### src/rtl/hex_trace_sequencer.sv
`timescale 1ns/1ps
// hex_nibble_conv
//   Converts one hex digit, delivered as a 4-bit nibble value, into its 4-bit
//   binary weight for insertion into the address accumulator.
//   nibble : hex digit value 0..F
//   value  : binary weight of that digit
module hex_nibble_conv (
  input  logic [3:0] nibble,
  output logic [3:0] value
);
  always_comb begin
    value = nibble;
  end
endmodule

// hex_trace_sequencer
//   Assembles one trace record (command nibble followed by up to ADDR_NIBBLES
//   address nibbles, MSB first) from a valid/ready nibble stream. It presents
//   the finished {cmd, addr, ndigits} record under a second valid/ready
//   handshake. Malformed records (unknown command, too many address nibbles)
//   are dropped with a one-cycle err pulse, and the rest of the record is
//   discarded up to its in_last delimiter.
//   clk, rst      : clock, asynchronous active-high reset
//   in_valid/in_ready/in_nibble/in_last : nibble stream input
//   out_valid/out_ready                 : record handshake
//   out_cmd/out_addr/out_ndigits        : record contents (addr right-justified)
//   err           : one-cycle pulse per discarded record
module hex_trace_sequencer #(
  parameter int ADDR_NIBBLES = 8,
  parameter int CNT_W        = 4
) (
  input  logic                      clk,
  input  logic                      rst,
  input  logic                      in_valid,
  output logic                      in_ready,
  input  logic [3:0]                in_nibble,
  input  logic                      in_last,
  output logic                      out_valid,
  input  logic                      out_ready,
  output logic [3:0]                out_cmd,
  output logic [4*ADDR_NIBBLES-1:0] out_addr,
  output logic [CNT_W-1:0]          out_ndigits,
  output logic                      err
);
  localparam int AW = 4 * ADDR_NIBBLES;
  localparam logic [CNT_W-1:0] MAX_CNT = CNT_W'(ADDR_NIBBLES);

  typedef enum logic [1:0] {IDLE, ADDR, HOLD, DRAIN} state_t;

  state_t           state_q, state_d;
  logic [3:0]       cmd_q, cmd_d;
  logic [AW-1:0]    addr_q, addr_d;
  logic [CNT_W-1:0] cnt_q, cnt_d;
  logic             err_q, err_d;
  logic [3:0]       digit;
  logic             in_acc;

  hex_nibble_conv u_conv (
    .nibble (in_nibble),
    .value  (digit)
  );

  function automatic logic cmd_ok(input logic [3:0] c);
    case (c)
      4'h0, 4'h1, 4'h2, 4'h3, 4'h4, 4'h8, 4'h9: return 1'b1;
      default:                                 return 1'b0;
    endcase
  endfunction

  always_comb begin
    in_ready  = (state_q != HOLD);
    out_valid = (state_q == HOLD);
    in_acc    = in_valid && in_ready;
  end

  always_comb begin
    state_d = state_q;
    cmd_d   = cmd_q;
    addr_d  = addr_q;
    cnt_d   = cnt_q;
    err_d   = 1'b0;
    unique case (state_q)
      IDLE: begin
        if (in_acc) begin
          if (cmd_ok(in_nibble)) begin
            cmd_d   = in_nibble;
            addr_d  = '0;
            cnt_d   = '0;
            state_d = in_last ? HOLD : ADDR;
          end else begin
            err_d   = 1'b1;
            state_d = in_last ? IDLE : DRAIN;
          end
        end
      end
      ADDR: begin
        if (in_acc) begin
          if (cnt_q == MAX_CNT) begin
            err_d   = 1'b1;
            state_d = in_last ? IDLE : DRAIN;
          end else begin
            // Concatenate then truncate so the shift stays legal for any depth.
            addr_d = AW'({addr_q, digit});
            cnt_d  = cnt_q + CNT_W'(1);
            if (in_last) state_d = HOLD;
          end
        end
      end
      HOLD: begin
        if (out_ready) state_d = IDLE;
      end
      DRAIN: begin
        if (in_acc && in_last) state_d = IDLE;
      end
    endcase
  end

  always_ff @(posedge clk or posedge rst) begin
    if (rst) begin
      state_q <= IDLE;
      cmd_q   <= '0;
      addr_q  <= '0;
      cnt_q   <= '0;
      err_q   <= 1'b0;
    end else begin
      state_q <= state_d;
      cmd_q   <= cmd_d;
      addr_q  <= addr_d;
      cnt_q   <= cnt_d;
      err_q   <= err_d;
    end
  end

  always_comb begin
    out_cmd     = cmd_q;
    out_addr    = addr_q;
    out_ndigits = cnt_q;
    err         = err_q;
  end
endmodule

### config.mk
export PLATFORM = sky130hd
export DESIGN_NAME = hex_trace_sequencer
export DESIGN_NICKNAME = d
export VERILOG_FILES = /design/src/rtl/hex_trace_sequencer.sv
export SDC_FILE = /design/constraint.sdc
export NUM_CORES = 1
export LEC_CHECK = 0
export BUFFER_PORTS_ARGS = -buffer_cell sky130_fd_sc_hd__buf_2
export CORE_UTILIZATION = 55
export DETAILED_ROUTE_END_ITERATION = 8
export GPL_TIMING_DRIVEN = 0
export PLACE_DENSITY = 0.93
export SLEW_MARGIN = 30
export SYNTH_ARGS = -nofsm -noshare
export SYNTH_HDL_FRONTEND = slang
export SYNTH_SLANG_ARGS = --single-unit
### constraint.sdc
create_clock -name clk -period 4.3 [get_ports clk]
set_input_delay 1.29 -clock clk [delete_from_list [all_inputs] [get_ports clk]]
set_output_delay 1.29 -clock clk [all_outputs]
set_load 0.1 [all_outputs]
==> key figures, run 1 <==
Critical path
  • Beginning of the worst register-to-register path: out_ndigits[0]
  • Internal reg-to-reg setup slack: 2510 ps
  • Delay of the slowest critical-path stage: 450 ps
  • Critical path launch point type: flip-flop
  • Worst EP required: 3010 ps
  • Data arrival time of the critical path: 1620 ps
  • Type of destination of the critical path: output pin
  • Maximum net fanout on the critical path: 10
  • CP top delay family: buffers and inverters
  • Buffers and inverters on the worst path: 4
  • Kind of critical path: reg2out
  • Crit path cell chain: buf_2, inv_2, nand2_1, inv_1, buf_2
  • Capturing point of the worst reg2reg path: out_addr[10]
  • Most common cell on crit path: sky130_fd_sc_hd__buf_2
  • Total number of cells along the worst setup path: 5
  • Register-to-Register Path Depth: 8
  • Critical-path cell with the highest stage delay: sky130_fd_sc_hd__dfrtp_1

Timing
  • Max-slew violation count: 0
  • Total setup violations reported at the end of the flow: 0
  • Final-layout worst hold slack: 520.0 ps
  • Post-Route Setup TNS: 0 ps
  • Count of final hold-check violations: 0
  • Max transition margin: 0.6120
  • Portion of the clock cycle consumed by the worst path in the final layout: 0.6775
  • Worst Clk Skew: 10.67 ps
  • Upper clock frequency limit: 343.3 MHz
  • Setup repair after global routing missed its margin: false
  • Clock period minus final worst setup slack: 2913 ps
  • Worst-Margin Slew: 579.4 ps

GRT
  • GR Util met2: 0.3676
  • Overall track demand over capacity in global routing: 0.2381
  • Met3 demand-to-capacity share in global routing: 0.05240
  • Maximum number of pins on one net before global-route repair: 23
  • Total gr overflow: 0
  • Global-route wire length before repair: 6.072 mm
  • Met1 track demand over resource in global routing: 0.3135
  • GRT busiest layer: met2
  • Vias in the first global route: 1270
  • Initial antenna violation count: 0

Final layout
  • Antenna diode instance count: 0
  • Fraction of layout cells with a size suffix above 1: 0.3950
  • Final nets: 212
  • Finished layout cell area: 2263 um^2
  • Area added between synthesis and finish: 24.07%

Synth
  • FF+latch count, synth: 43
  • Cell count after synthesis: 140
  • Post-synth EDFFs: 0
  • Count of yosys warnings during synthesis: 0
  • Share of synthesized area occupied by flip-flops and latches: 0.5898
  • Share of flip-flops with an asynchronous set or reset: 1.000
  • Distinct cells, synth: 38
  • Syn avg cell area: 13.03 um^2
  • Combined area of all synthesized cells: 1824 um^2
  • Synthesized Nets: 153
  • Most frequently used flop master after synthesis: sky130_fd_sc_hd__dfrtp_1

Die
  • Initial Util: 0.5879
  • Die ar.: 3551 um^2
  • Vertical die dimension: 59.59 um
  • Row count: 20
  • Boundary Pins: 52
  • Die outline width: 59.59 um
  • Placeable core region: 3103 um^2

Worst hold path
  • Hold Startpoint: out_addr[29]
  • Class of the most critical hold timing path: reg2reg
  • Number of cells traversed by the worst hold path: 1
  • WHS Endpoint: out_addr[29]

CTS
  • Post-CTS setup buffer count: 0
  • Clock transition at the registers of the reported paths: 120 ps
  • TritonCTS clock tree: built
  • Worst skew pair latency: 350 ps
  • Number of sinks on the clock net: 43
  • Clock Root Buffer: sky130_fd_sc_hd__clkbuf_4
  • Number of CTS-inserted buffers: 5
  • H-tree lvl count: 2
  • Resized cells post-CTS: 0
  • CTS Hold Bufs: 0
  • Longest Clk Path Bufs: 2

Place
  • Port-buffer cells: 51
  • Cell Area, Placed: 2162 um^2
  • Final GP Congestion: 0.8589
  • HPWL Detailed: 2.758 mm

Detailed routing
  • Post-DR wirelength/cell: 15.02 um
  • Post-route ant nets: 0
  • Post-detailed-route DRC marker count: 0
  • Total Wirelength: 3.664 mm
  • Drt pass-1 iters: 4
  • Iteration-0 DRC Markers: 32
  • Via-to-Cell Ratio: 5.660
  • Vias after detailed routing: 1381

Run status
  • Result of the run: complete, no violations

Job
  • Count of max-cap constraint violations: 0
worst register-to-register path, stage by stage, from the launching register on:
cell and delay (ps):
sky130_fd_sc_hd__dfrtp_1 420, sky130_fd_sc_hd__inv_1 90, sky130_fd_sc_hd__ha_1 210, sky130_fd_sc_hd__and4b_1 200, sky130_fd_sc_hd__nor2_1 170, sky130_fd_sc_hd__nand2b_1 90
sky130_fd_sc_hd__buf_6 140, sky130_fd_sc_hd__buf_8 130, sky130_fd_sc_hd__a22o_1 230
state kept, by name (all words and copies together) (netlist names):
signal	cells
err	1
out_addr	32
out_cmd	4
out_ndigits	4
state_q	2
kinds of logic (layout without fill, tap and decap cells):
logic type | after synthesis | after routing | share of synthesized area
AO/OA/AOI/OAI | 48 | 48 | 0.2147
flip-flops | 43 | 43 | 0.5898
AND/OR/NAND/NOR | 22 | 22 | 0.07202
buffers and inverters | 17 | 77 | 0.06035
multiplexers | 5 | 5 | 0.03086
adder cells (fa/ha/maj) | 4 | 4 | 0.02744
XOR/XNOR | 1 | 1 | 0.004802
synthesized netlist by cell type (3+ instances only):
library cell	number	share of area
sky130_fd_sc_hd__nand2_1	6	0.012
sky130_fd_sc_hd__a22o_1	31	0.15
sky130_fd_sc_hd__nor2_1	3	0.0062
sky130_fd_sc_hd__mux2_2	5	0.031
sky130_fd_sc_hd__nand2b_1	3	0.010
sky130_fd_sc_hd__buf_8	3	0.025
sky130_fd_sc_hd__inv_1	7	0.014
sky130_fd_sc_hd__o21ai_0	4	0.011
sky130_fd_sc_hd__buf_2	4	0.011
sky130_fd_sc_hd__dfrtp_1	43	0.59
sky130_fd_sc_hd__ha_1	4	0.027
area by class of cell:
| class | instances | area [um^2] |
|---|---|---|
| multi-input cells | 80 | 638.1 |
| inverters | 8 | 30.03 |
| plain buffers | 9 | 80.08 |
| clock buffers | 6 | 41.29 |
| fillers | 248 | 839.6 |
| repair buffers | 52 | 282.8 |
| clock inverters | 2 | 60.06 |
| flip-flops and latches | 43 | 1076 |
| well taps | 44 | 55.05 |
cells in the final DEF (no fill, tap or decap), drive strengths merged, types with 2 or more instances in the layout:
cell    count
a21oi       2
a22o       31
buf        60
bufinv      2
clkbuf      7
dfrtp      43
ha          4
inv         8
mux2        5
nand2       6
nand2b      3
nor2        3
nor3        2
o21ai       5
o31ai       2
through the flow:
stage | setup slack [ps] | std cells | util
final | 1387 | 244 | 0.7294
after global routing | 1260 | 244 | 0.7294
after CTS | 1374 | 244 | 0.7294
after detailed placement | 1693 | 236 | 0.6968
after global placement | 1574 | 235 | 0.6879
after floorplan | 963.3 | 140 | -
worst max path at each step:
stage / startpoint / to / slack (ps)
floorplan: state_q[0] / out_valid / 960
global placement: rst / out_cmd[1] / 1570
detailed placement: in_nibble[1] / state_q[1] / 1690
CTS: state_q[0] / out_valid / 1370
global route: state_q[0] / out_valid / 1260
finish: state_q[0] / out_valid / 1390
metal layers:
layer | wire (um) | share of wire
met2 | 1742 | 0.48
met1 | 1635 | 0.45
met4 | 68 | 0.019
met5 | 0 | 0
met3 | 218 | 0.059
Power of run 1 is not shown: default switching activity piles up to over one toggle a cycle in this logic, so the estimate is an artifact.
==> run 2, diff against run 1 <==
--- a/config.mk
+++ b/config.mk
@@ -5,11 +5,12 @@
 export SDC_FILE = /design/constraint.sdc
 export NUM_CORES = 1
 export LEC_CHECK = 0
+export ABC_AREA = 1
 export BUFFER_PORTS_ARGS = -buffer_cell sky130_fd_sc_hd__buf_2
-export CORE_UTILIZATION = 55
+export CORE_UTILIZATION = 52
 export DETAILED_ROUTE_END_ITERATION = 8
 export GPL_TIMING_DRIVEN = 0
-export PLACE_DENSITY = 0.93
+export PLACE_DENSITY = 0.88
 export SLEW_MARGIN = 30
 export SYNTH_ARGS = -nofsm -noshare
 export SYNTH_HDL_FRONTEND = slang
==> constraint.sdc (replaced) <==
create_clock -name clk -period 2.7 [get_ports clk]
set_input_delay 0.81 -clock clk [delete_from_list [all_inputs] [get_ports clk]]
set_output_delay 0.81 -clock clk [all_outputs]
set_load 0.1 [all_outputs]
==> run 2 against run 1 <==
Non-clock buffer count did not move. Clock skew is 4.7 ps lower. First-iteration DRC count rose to 4.6 times the previous value. Cell count increased by 40%. Sequential share of layout area shrank 3.6 points. Core utilization down 2.3 points. Count of clock-buffer cells in the layout is the same. Critical path depth fell by 2. Critical path type unchanged.
==> key figures, run 2 <==
CTS
  • TritonCTS clock tree: built
  • Clock transition at the registers of the reported paths: 80 ps (-40 ps)
  • CTS Hold Bufs: 0 (unchanged)
  • H-tree lvl count: 2 (unchanged)
  • Longest Clk Path Bufs: 2 (unchanged)
  • Post-CTS setup buffer count: 0 (unchanged)
  • Number of sinks on the clock net: 43 (unchanged)
  • Worst skew pair latency: 300 ps (-50 ps)
  • Number of CTS-inserted buffers: 5 (unchanged)
  • Clock Root Buffer: sky130_fd_sc_hd__clkbuf_8
  • Resized cells post-CTS: 0 (unchanged)

Synth
  • Synthesized Nets: 248 (+62%)
  • Share of synthesized area occupied by flip-flops and latches: 0.5464 (-0.04347)
  • Post-synth EDFFs: 0 (unchanged)
  • Cell count after synthesis: 235 (+68%)
  • FF+latch count, synth: 43 (unchanged)
  • Synth area leaders: sky130_fd_sc_hd__dfrtp_1 (55%), sky130_fd_sc_hd__nand2_1 (18%), sky130_fd_sc_hd__nand3_1 (10%)
  • Share of flip-flops with an asynchronous set or reset: 1.000 (unchanged)
  • Syn avg cell area: 8.380 um^2 (-36%)
  • Area share of the leading cell type in the synthesized netlist: 0.5464 (-0.04347)
  • Dominant cell type by area after synthesis: sky130_fd_sc_hd__dfrtp_1
  • Most frequently used flop master after synthesis: sky130_fd_sc_hd__dfrtp_1
  • Distinct cells, synth: 21 (-45%)
  • Combined area of all synthesized cells: 1969 um^2 (+8.0%)
  • Leading cell type by number of instances after synthesis: sky130_fd_sc_hd__nand2_1
  • List of most frequent post-synthesis cells: sky130_fd_sc_hd__nand2_1 (97), sky130_fd_sc_hd__dfrtp_1 (43), sky130_fd_sc_hd__nand3_1 (41)
  • Count of yosys warnings during synthesis: 0 (unchanged)

Final layout
  • Finished layout cell area: 2450 um^2 (+8.2%)
  • Flip-flop count of the largest register, all copies and words added: 32 (unchanged)
  • Final Util: 0.7063 (-0.02309)
  • Commonest cells after routing, fill and taps aside: sky130_fd_sc_hd__nand2_1 (97), sky130_fd_sc_hd__buf_2 (57), sky130_fd_sc_hd__dfrtp_1 (43)
  • Antenna diode instance count: 0 (unchanged)
  • Final nets: 307 (+45%)
  • Fraction of layout cells with a size suffix above 1: 0.2678 (-0.1272)
  • Area added between synthesis and finish: 24.40%
  • Commonest non-fill, non-tap cell in the layout: sky130_fd_sc_hd__nand2_1

Timing
  • Post-Route Setup TNS: 0 ps (unchanged)
  • Upper clock frequency limit: 456.5 MHz
  • Max-slew violation count: 0 (unchanged)
  • Total setup violations reported at the end of the flow: 0 (unchanged)
  • Setup repair after global routing missed its margin: false
  • Clock period minus final worst setup slack: 2191 ps
  • Count of final hold-check violations: 0 (unchanged)
  • Portion of the clock cycle consumed by the worst path in the final layout: 0.8113
  • Max transition margin: 0.6740 (+0.06201)
  • Worst-Margin Slew: 488.3 ps (-91.17 ps)
  • Worst Clk Skew: 5.954 ps (-4.713 ps)

GRT
  • Maximum number of pins on one net before global-route repair: 23 (unchanged)
  • Initial antenna violation count: 0 (unchanged)
  • Met1 track demand over resource in global routing: 0.2918 (-0.02173)
  • Met3 demand-to-capacity share in global routing: 0.04529 (-0.007112)
  • Total gr overflow: 0 (unchanged)
  • Vias in the first global route: 1607 (+27%)
  • Overall track demand over capacity in global routing: 0.2296 (-0.008415)
  • GRT busiest layer: met2
  • Global-route wire length before repair: 7.169 mm (+18%)
  • GR Util met2: 0.3750 (+0.007424)

Critical path
  • Startpoint of the most critical setup path: state_q[1]
  • Worst EP required: 1890 ps (-1120 ps)
  • Beginning of the worst register-to-register path: out_ndigits[0]
  • Critical path launch point type: flip-flop
  • Maximum net fanout on the critical path: 4 (-6)
  • Data arrival time of the critical path: 1380 ps (-240 ps)
  • Critical-path cell with the highest stage delay: sky130_fd_sc_hd__dfrtp_1
  • Total number of cells along the worst setup path: 3 (-2)
  • Crit path cell chain: inv_2, nor2_4, buf_2
  • Type of destination of the critical path: output pin
  • CP top delay family: buffers and inverters
  • Buffers and inverters on the worst path: 2 (-2)
  • Internal reg-to-reg setup slack: 1130 ps (-1380 ps)
  • Capturing point of the worst reg2reg path: out_addr[27]
  • Delay of the slowest critical-path stage: 470 ps (+20 ps)
  • End point of the critical path: out_valid
  • Register-to-Register Path Depth: 9 (+1)
  • Kind of critical path: reg2out

Power
  • Highest ir drop seen on vdd: 784.9 uV
  • Pwr Density: 1117 nW/um^2
  • Static leakage: 1.477 nW

Die
  • Initial Util: 0.5678 (-0.02008)
  • Placeable core region: 3468 um^2 (+12%)
  • Boundary Pins: 52 (unchanged)
  • Die outline width: 63.54 um (+6.6%)
  • Die ar.: 4037 um^2 (+14%)
  • Row count: 21 (+5.0%)
  • Vertical die dimension: 63.54 um (+6.6%)

Place
  • Final GP Congestion: 0.7977 (-7.1%)
  • Port-buffer cells: 51 (unchanged)
  • Cell Area, Placed: 2317 um^2 (+7.2%)
  • HPWL Detailed: 2.929 mm (+6.2%)

Detailed routing
  • Via-to-Cell Ratio: 5.106 (-9.8%)
  • Iteration-0 DRC Markers: 148 (+360%)
  • Vias after detailed routing: 1741 (+26%)
  • Total Wirelength: 4.017 mm (+9.6%)
  • Drt pass-1 iters: 4 (unchanged)
  • Post-DR wirelength/cell: 11.78 um (-22%)
  • Post-route ant nets: 0 (unchanged)
  • Post-detailed-route DRC marker count: 0 (unchanged)

Run status
  • Result of the run: complete, no violations

Job
  • Count of max-cap constraint violations: 0 (unchanged)

Worst hold path
  • Class of the most critical hold timing path: reg2reg
run 2: cell count changes in the layout (fill, tap and decap cells not counted), sizes merged, moves of 5 or more:
cell	before	now
nand2	6	99
nand3	0	42
a22o	31	0
inv	8	16
nor2	3	9
mux2	5	0
run 2: power by group:
part	switching (W)	internal, W
registers	0.0000932	0.000738
logic	0.00109	0.000230
clock network	0.000213	0.000369
total	0.00140	0.00134
run 2: logic make-up (layout without fill, tap and decap cells):
family / Yosys count / after routing / share of synthesized area
buffers and inverters: 25 / 85 / 0.06289
adder cells (fa/ha/maj): 4 / 4 / 0.02541
flip-flops: 43 / 43 / 0.5464
AO/OA/AOI/OAI: 8 / 8 / 0.02160
AND/OR/NAND/NOR: 154 / 154 / 0.3393
XOR/XNOR: 1 / 1 / 0.004448
run 2: worst reg2reg max path, cell delays in order (launching register included):
cell and delay [ps]:
sky130_fd_sc_hd__dfrtp_1 450, sky130_fd_sc_hd__inv_1 90, sky130_fd_sc_hd__ha_1 210, sky130_fd_sc_hd__nand4_1 100, sky130_fd_sc_hd__nand2_2 70, sky130_fd_sc_hd__inv_2 150
sky130_fd_sc_hd__nand2_4 120, sky130_fd_sc_hd__buf_6 160, sky130_fd_sc_hd__nand2_1 60, sky130_fd_sc_hd__nand2_1 60
run 2: layout make-up:
type	instances	area, um^2
Clock inverter	2	60.06
Multi-Input combinational cell	167	777.0
Fill cell	295	1018
Buffer	9	63.81
Sequential cell	43	1076
Timing Repair Buffer	52	282.8
Inverter	16	60.06
Tap cell	46	57.56
Clock buffer	6	72.57
run 2: stage by stage:
stage / instances / setup slack [ps] / power [W] / hold slack (ps)
floorplan: 235 / 307.3 / 0.001937 / 572.6
global placement: 332 / 361.1 / 0.002144 / 451.7
detailed placement: 333 / 728.4 / 0.002171 / 460.1
CTS: 341 / 503.5 / 0.002753 / 480.1
global route: 341 / 449.2 / 0.002869 / 496.0
finish: 341 / 509.5 / 0.002735 / 477.9
run 2: per-layer routing:
metal	vias up	part of all wire
li1	865	-
met1	817	0.45
met2	52	0.48
met3	7	0.043
met4	0	0.019
met5	-	0
run 2: worst min path at each step:
stage / to / from / slack (ps) / cells after the start
6_report: out_addr[28] / out_addr[28] / 480 / 2
2_1_floorplan: state_q[1] / state_q[1] / 570 / 2
5_1_grt: out_addr[30] / out_addr[30] / 500 / 2
3_3_place_gp: out_addr[30] / out_addr[30] / 450 / 2
4_1_cts: out_addr[28] / out_addr[28] / 480 / 2
3_5_place_dp: out_addr[28] / out_addr[28] / 460 / 2
No activity file was read; power rests on OpenSTA's default activity.
==> run 3, diff against run 2 <==
==> constraint.sdc (replaced) <==
create_clock -name clk -period 2.2 [get_ports clk]
set_input_delay 0.66 -clock clk [delete_from_list [all_inputs] [get_ports clk]]
set_output_delay 0.66 -clock clk [all_outputs]
set_load 0.1 [all_outputs]
==> run 3 against run 2 <==
Global-route usage shrank 0.73 points. Combinational power up 23%. First-iteration DRC count shrank 18%. Die area unchanged. Sequential power rose by 23%. Core utilization is 1.5 points lower. Largest cell class unchanged.
==> key figures, run 3 (synthesis results as in run 2) <==
Run status
  • Result of the run: complete, no violations

Detailed routing
  • Post-detailed-route DRC marker count: 0 (unchanged)
  • Via-to-Cell Ratio: 5.050 (-1.1%)
  • Total Wirelength: 3.962 mm (-1.4%)
  • Drt pass-1 iters: 5 (+1)
  • Iteration-0 DRC Markers: 121 (-18%)
  • Post-route ant nets: 0 (unchanged)
  • Vias after detailed routing: 1722 (-1.1%)
  • Post-DR wirelength/cell: 11.62 um (-1.4%)

Die
  • Die outline width: 63.54 um (unchanged)
  • Boundary Pins: 52 (unchanged)
  • Initial Util: 0.5678 (unchanged)
  • Vertical die dimension: 63.54 um (unchanged)
  • Placeable core region: 3468 um^2 (unchanged)
  • Row count: 21 (unchanged)
  • Die ar.: 4037 um^2 (unchanged)

Final layout
  • Filler Cells Inserted: 303 (+2.7%)
  • Flip-flop count of the largest register, all copies and words added: 32 (unchanged)
  • Commonest non-fill, non-tap cell in the layout: sky130_fd_sc_hd__nand2_1
  • Commonest cells after routing, fill and taps aside: sky130_fd_sc_hd__nand2_1 (97), sky130_fd_sc_hd__buf_2 (57), sky130_fd_sc_hd__dfrtp_1 (43)
  • Area added between synthesis and finish: 21.79%
  • Fraction of layout cells with a size suffix above 1: 0.2644 (-0.003390)
  • Flip-flop and latch area: 1076 um^2 (unchanged)
  • Final Util: 0.6916 (-0.01479)
  • Multi-input logic area: 777.0 um^2 (unchanged)
  • Antenna diode instance count: 0 (unchanged)
  • Finished layout cell area: 2399 um^2 (-2.1%)
  • Final nets: 307 (unchanged)

Critical path
  • Data arrival time of the critical path: 1360 ps (-20 ps)
  • Beginning of the worst register-to-register path: out_ndigits[0]
  • Maximum net fanout on the critical path: 7 (+3)
  • Startpoint of the most critical setup path: state_q[0]
  • Type of destination of the critical path: output pin
  • Capturing point of the worst reg2reg path: out_addr[27]
  • Kind of critical path: reg2out
  • CP top delay family: flip-flops
  • Register-to-Register Path Depth: 9 (unchanged)
  • Delay of the slowest critical-path stage: 490 ps (+20 ps)
  • Crit path cell chain: nor2_4, buf_2
  • Worst EP required: 1540 ps (-350 ps)
  • Internal reg-to-reg setup slack: 610 ps (-520 ps)
  • Critical-path cell with the highest stage delay: sky130_fd_sc_hd__dfrtp_1
  • Critical path launch point type: flip-flop
  • Buffers and inverters on the worst path: 1 (-1)

Place
  • Final GP Congestion: 0.7963 (-0.18%)
  • Cell Area, Placed: 2317 um^2 (unchanged)
  • Port-buffer cells: 51 (unchanged)
  • HPWL Detailed: 2.941 mm (+0.41%)

Timing
  • Portion of the clock cycle consumed by the worst path in the final layout: 0.9176
  • Worst-Margin Slew: 483.6 ps (-4.667 ps)
  • Worst Clk Skew: 5.867 ps (-0.08699 ps)
  • Final-layout worst hold slack: 389.0 ps (-88.91 ps)
  • Clock period minus final worst setup slack: 2019 ps
  • Total setup violations reported at the end of the flow: 0 (unchanged)
  • Max transition margin: 0.6771 (+0.003116)
  • Post-Route Setup TNS: 0 ps (unchanged)
  • Setup repair after global routing missed its margin: false
  • Upper clock frequency limit: 495.3 MHz
  • Max-slew violation count: 0 (unchanged)
  • Count of final hold-check violations: 0 (unchanged)

GRT
  • Maximum number of pins on one net before global-route repair: 23 (unchanged)
  • Vias in the first global route: 1570 (-2.3%)
  • Global-route wire length before repair: 6.879 mm (-4.0%)
  • Overall track demand over capacity in global routing: 0.2223 (-0.007327)
  • Total gr overflow: 0 (unchanged)
  • Initial antenna violation count: 0 (unchanged)

CTS
  • H-tree lvl count: 2 (unchanged)
  • Longest Clk Path Bufs: 2 (unchanged)
  • Worst skew pair latency: 290 ps (about the same)
  • TritonCTS clock tree: built
  • Number of CTS-inserted buffers: 5 (unchanged)
  • Resized cells post-CTS: 0 (unchanged)
  • CTS Hold Bufs: 0 (unchanged)
  • Post-CTS setup buffer count: 0 (unchanged)
  • Number of sinks on the clock net: 43 (unchanged)
  • Clock transition at the registers of the reported paths: 80 ps (about the same)
  • Clock Root Buffer: sky130_fd_sc_hd__clkbuf_8

Worst hold path
  • Class of the most critical hold timing path: in2async

Job
  • Count of max-cap constraint violations: 0 (unchanged)

Power
  • Static leakage: 1.454 nW (-1.6%)
  • Pwr Density: 1296 nW/um^2 (+16%)
  • Highest ir drop seen on vdd: 1246 uV (+59%)
  • Total chip power: 0.003109 W (+14%)
[run 3: cell count changes in the layout (fill, tap and decap cells not counted)]
cell	delta
sky130_fd_sc_hd__bufinv_16	-2
sky130_fd_sc_hd__clkbuf_1	+1
sky130_fd_sc_hd__clkinv_2	+1
[run 3: final cells by class]
type,count,area share
Timing Repair Buffer,52,0.1179
Multi-Input combinational cell,167,0.3239
Buffer,9,0.02660
Tap cell,46,0.02400
Inverter,16,0.02504
Sequential cell,43,0.4486
Clock inverter,1,0.002087
Clock buffer,7,0.03182
[run 3: worst register-to-register path: stages, from the launching register on]
cell                      delay [ps]
sky130_fd_sc_hd__dfrtp_1         440
sky130_fd_sc_hd__inv_1            80
sky130_fd_sc_hd__ha_1            210
sky130_fd_sc_hd__nand4_1         100
sky130_fd_sc_hd__nand2_2          70
sky130_fd_sc_hd__inv_2           150
sky130_fd_sc_hd__nand2_4         120
sky130_fd_sc_hd__buf_6           160
sky130_fd_sc_hd__nand2_1          70
sky130_fd_sc_hd__nand2_1          70
[run 3: power by group]
group	total (W)	internal (W)	leakage [nW]	switching (W)
Combinational	0.00162	0.000283	0.822	0.00134
Sequential	0.00102	0.000905	0.589	0.000112
Clock	0.000473	0.000223	0.0422	0.000250
Total	0.00311	0.00141	1.45	0.00170
[run 3: per-stage QoR]
step	setup WS, ps	instances
finish	181.2	341
floorplan	-42.67	235
global route	105.6	341
detailed placement	393.7	333
CTS	167.7	341
global placement	14.84	332
[run 3: how the worst max path moves through the flow]
stage	to	slack [ps]	depth (start not counted)
floorplan	in_ready	-40	3
global placement	out_addr[13]	10	2
detailed placement	state_q[0]	390	10
CTS	in_ready	170	4
global route	out_valid	110	3
finish	out_valid	180	2
[run 3: layer usage]
metal	routed length, um	share of wire	GRT usage	up-vias
met3	210	0.053	0.04891	5
met1	1738	0.44	0.2769	795
met5	0	0	0	-
li1	-	-	-	864
met2	1963	0.50	0.3777	58
met4	50	0.013	0.07670	0
